==> src/rtl/dec_pkg.sv <==
// Shared types and helpers for the SECDED syndrome correction stage.
// The optional statistics counters are enabled with the DEC_CORR_STATS_EN macro.
package dec_pkg;

    localparam int unsigned CW_W   = 32;
    localparam int unsigned SYN_W  = 6;
    localparam int unsigned DATA_W = 26;

    typedef logic [CW_W-1:0]   codeword_t;
    typedef logic [SYN_W-1:0]  syndrome_t;
    typedef logic [DATA_W-1:0] data_t;

    typedef enum logic [1:0] {
        ERR_NONE,
        ERR_SINGLE,
        ERR_DOUBLE
    } err_class_e;

    // Gather the non-power-of-two positions 3..31 in ascending order.
    function automatic data_t extract_data(input codeword_t cw);
        data_t       d;
        int unsigned k;
        d = '0;
        k = 0;
        for (int unsigned p = 1; p < CW_W; p++) begin
            if ((p & (p - 1)) != 0) begin
                d[k[4:0]] = cw[p[4:0]];
                k++;
            end
        end
        return d;
    endfunction

endpackage

==> src/rtl/dec_err_locator.sv <==
// Combinational syndrome classifier producing the error class and single-bit flip mask.
module dec_err_locator
    import dec_pkg::*;
(
    input  syndrome_t  i_syndrome,
    output err_class_e o_class,
    output codeword_t  o_mask
);

    // Overall parity set means an odd error count: flip the Hamming-located bit.
    always_comb begin
        o_class = ERR_NONE;
        o_mask  = '0;
        if (i_syndrome == '0) begin
            o_class = ERR_NONE;
        end else if (i_syndrome[SYN_W-1]) begin
            o_class = ERR_SINGLE;
            o_mask  = CW_W'(1) << i_syndrome[4:0];
        end else begin
            o_class = ERR_DOUBLE;
        end
    end

endmodule

==> config.mk <==
export PLATFORM = sky130hd
export DESIGN_NAME = dec_err_locator
export DESIGN_NICKNAME = d
export VERILOG_FILES = /design/src/rtl/dec_pkg.sv /design/src/rtl/dec_err_locator.sv
export SDC_FILE = /design/constraint.sdc
export NUM_CORES = 1
export LEC_CHECK = 0
export CELL_PAD_IN_SITES_DETAIL_PLACEMENT = 2
export CELL_PAD_IN_SITES_GLOBAL_PLACEMENT = 2
export CORE_UTILIZATION = 10
export DETAILED_ROUTE_END_ITERATION = 6
export PLACE_DENSITY_LB_ADDON = 0.05
export SLEW_MARGIN = 0
export SYNTH_ARGS = -nofsm -noshare
export SYNTH_HDL_FRONTEND = slang
export SYNTH_SLANG_ARGS = --single-unit
==> constraint.sdc <==
create_clock -name vclk -period 1.7
set_input_delay 0.425 -clock vclk [all_inputs]
set_output_delay 0.425 -clock vclk [all_outputs]
set_load 0.01 [all_outputs]
# Word-level counts from Yosys, hierarchy flattened
# Cells that the tools add are included.
# word_totals
output_inout_bits	34
regBits	0
in_bits	6
# classes
n_reduce_logical	1
shift	1
muxes	4
# ops
operator	count
$mux W32	2
$shl A1 B5 Y32 const A	1
$logic_not A6 Y1	1
$mux W2	2

# Logic depth before layout (Yosys ltp)
# Gate-level depths: netlist (run 1).
# logic_depth
word_depth	3
ltp_mapped	3

# Worst setup path after synthesis (run 1)
# No wires, ideal clock.
# synth_path
path_type	input port to output port
from	input port i_syndrome[5]
to	output port o_mask[0]
required_time_ns	1.275
cell_stages	3
t_arrival_ns	1.221
setup_slack_ns	0.054
path_cell_list	buf_4 or4b_4 nor2_1
# synth_between
elab_chain_cells	2
elab_cells_between_ends	3
classes_between	mux (2); reduce/logical (1)
# synth_lines
element	line	text
start, declared	dec_err_locator.sv:5	input syndrome_t i_syndrome,
$logic_not A6 Y1 / $mux W32 (equally long branches)	dec_err_locator.sv:14, dec_err_locator.sv:16	
$mux W32 (*)	dec_err_locator.sv:14	if (i_syndrome == '0) begin
end, declared	dec_err_locator.sv:7	output codeword_t o_mask
# Every way passes the cells marked *; elsewhere a longest branch is shown, timed or not.

# Worst setup path in the final report (run 1)
# layout_path
from	input port i_syndrome[0]
to	output port o_mask[16]
# layout_between
elab_chain_cells	3
elab_cells_between_ends	4
classes_between	shift (1); mux (2); reduce/logical (1)
# layout_lines
element	line	text
$shl A1 B5 Y32	dec_err_locator.sv:18	o_mask = CW_W'(1) << i_syndrome[4:0];
$mux W32	dec_err_locator.sv:16	end else if (i_syndrome[SYN_W-1]) begin
$mux W32 (*)	dec_err_locator.sv:14	
# Marked as above.

==> results.md, run 1 <==
- Run status: finished with violations
- Failing checks: negative setup slack
- Initial core utilization: 0.106
- Worst path cell trace: buf_6 > or4b_4 > nor2_2 > buf_2
- Headroom to the max-slew limit: 0.895
- Compound-Gate Fraction of Synth Area: 0.0193
- Sequential cell area: 0 µm²
- Pre-antenna DRT Iters: 3
- Critical Path AT: approximately 1.4 ns
- DR iter-0 viols: 12
- MaxCap Viol Count: 0
- Final setup margin: -0.0717 ns
- Worst slew pin tran: around 0.16 ns
- Lkg Pwr: 0.440 nW
- Min-Delay Path Class: in2out
- Routed len/inst: ~14 µm
- Initial antenna violation count: 0
- Die H: ~53 µm
- Vias post-DR: approximately 600
- Period utilization: 1.04
- Number of diodes: 0
- Synthesis-to-layout area growth: 219%
- # rows: 18
- RSZ-0062 raised after global routing: true
- Adder-Cell Fraction of Synth Area: 0
- Setup crit end kind: output port
- Register area share after synthesis: 0
- # clk buffers: 0
- Startpoint types: input pin
- Chip Width: approximately 53 µm
- Simple-gate share of the synthesized area: 0.894
- Seq_cells: 0
- Final setup violation count: 6
- Peak Freq: 564 MHz
- CP max FO: 4
- Post-layout power: about 150 µW
- Post-DP HPWL: 1290 µm
- Final ANT Viol Nets: 0
- Library cells used by synthesis: 12
- Yosys Warn Count: 0
- Die Area: 0.00280 mm²
- Synthesized instance count: between 50 and 60
- Final Core Density: 0.336
- Slew Viols, Final: 0
- Mean Syn Cell Area: 4.98 µm²
- Input/output buffers: 40
- Fin cells: roughly 140
- I/O pins: 40
- Layout cell share with drive strength beyond 1: 0.728
- Crit Path Class: in2out
- Vias/cell: 4.13
- Minimum clock period: 1.77 ns
- Remaining DRCs: 0
- Total track usage: 0.136
- Routability cong.: 0.608
- First-pass GRT wire length: between 2000 and 3000 µm
- Synthesized area: 259 µm²
- Largest family of logic cells by synthesized area: simple AND/OR/NAND/NOR gates
- Xor and xnor fraction of the mapped netlist area: 0
- TNS Setup: -0.270 ns
- Setup Slack @ Placement: -0.824 ns
- Mux contribution to synthesized area: 0
- Worst vdd ir: around 0.00011 V
- CP max stage delay: about 0.57 ns
- Critical Path Slowest Stage Cell: or4b_4
- Syn Nets: 58
- Critical path buffers and inverters: 2
- Critical path required time: 1.27 ns
- Vias in the first global route: ~570
- Cell Pwr Density: 176 mW/mm²
- Grt ovf: 0
- Hold Vio Cnt, Final: 0
- Routed WL: 2000 µm
- Core region area: ~0.0025 mm²
- Cell family with most CP delay: simple AND/OR/NAND/NOR gates
- Placed cells: ~130
- Nets: around 120
- Largest net degree at the start of global routing: 9
==> layout by cell type, fill, tap and decap left out <==
cell type	netlist	final
nor3_2	0	1
nor2_2	0	9
a21oi_1	1	1
buf_2	0	33
dlygate4sd2_1	0	1
buf_4	1	21
buf_8	0	1
clkdlybuf4s15_2	0	1
or4b_4	1	1
nor2_1	33	24
buf_6	0	8
nand4b_1	3	3
nand4bb_4	0	3
or2_4	0	1
nand2b_4	0	2
nand2_1	1	1
nand4_1	1	1
clkbuf_2	0	2
==> cell families (layout without fill, tap and decap cells) <==
kind of cell           Yosys count  count (layout)
AND/OR/NAND/NOR                 46              46
AO/OA/AOI/OAI                    1               1
buffers and inverters            5              67
==> worst paths after layout <==
| path | cells after the start | startpoint | slack, ns | to |
|---|---|---|---|---|
| worst min-delay path | 4 | i_syndrome[3] | 1.23 | o_mask[0] |
| worst max-delay path | 4 | i_syndrome[0] | -0.07 | o_mask[16] |
==> where the power goes <==
group,internal (mW),total [mW],switching (mW)
sequential,0,0,0
combinational,0.0782,0.145,0.0670
clock,0,0,0
==> metal layers <==
layer  vias to the layer above  wire length, µm  GRT usage
met5                         -                0          0
met4                         0                0          0
met3                         0              122    0.00862
met2                        23              913      0.247
met1                       277              963      0.185
li1                        295                -          -
==> metrics by stage <==
stage / cell area [µm²] / hold slack, ns
finish: 826 / 1.23
global route: 826 / 1.25
CTS: 813 / 1.23
detailed placement: 749 / 1.95
global placement: 749 / 1.97
floorplan: 259 / 1.01
==> synthesized netlist by cell type <==
cell type / n / area share
or4b_4: 1 / 0.053
nand2b_1: 2 / 0.048
nor2_1: 33 / 0.48
nor3_1: 1 / 0.019
nand2_1: 1 / 0.014
or2_2: 1 / 0.024
buf_4: 1 / 0.029
nand4b_1: 3 / 0.10
clkbuf_1: 4 / 0.058
nand4bb_1: 3 / 0.13
a21oi_1: 1 / 0.019
nand4_1: 1 / 0.024
==> tightest hold or removal path: stages <==
cell and delay [ns]:
buf_8 0.08, or4b_4 0.15, nor2_2 0.03, buf_2 0.13
==> final cells by class <==
type | instances | area (µm²)
tap | 30 | 37.5
fill | 289 | 1630
multi-input combinational | 47 | 330
timing repair buffer | 67 | 458
==> repair_timing <==
item                                    CTS  global route
hold buffers                              0             0
pin swaps                                16             6
buffers inserted                         17             1
gates resized for setup                 167            14
endpoints found under the setup margin   34            16
Note: power is estimated with default switching activity, not from simulation.
==> run 2, diff against run 1 <==
--- a/config.mk
+++ b/config.mk
@@ -5,6 +5,7 @@
 export SDC_FILE = /design/constraint.sdc
 export NUM_CORES = 1
 export LEC_CHECK = 0
+export CAP_MARGIN = 20
 export CELL_PAD_IN_SITES_DETAIL_PLACEMENT = 2
 export CELL_PAD_IN_SITES_GLOBAL_PLACEMENT = 2
 export CORE_UTILIZATION = 10
==> results of run 2 <==
Final layout, timing and power as in run 1 (identical DEF).
==> run 3, diff against run 2 <==
--- a/config.mk
+++ b/config.mk
@@ -5,7 +5,6 @@
 export SDC_FILE = /design/constraint.sdc
 export NUM_CORES = 1
 export LEC_CHECK = 0
-export CAP_MARGIN = 20
 export CELL_PAD_IN_SITES_DETAIL_PLACEMENT = 2
 export CELL_PAD_IN_SITES_GLOBAL_PLACEMENT = 2
 export CORE_UTILIZATION = 10
==> results of run 3 <==
Final layout, timing and power as in run 1 (identical DEF).
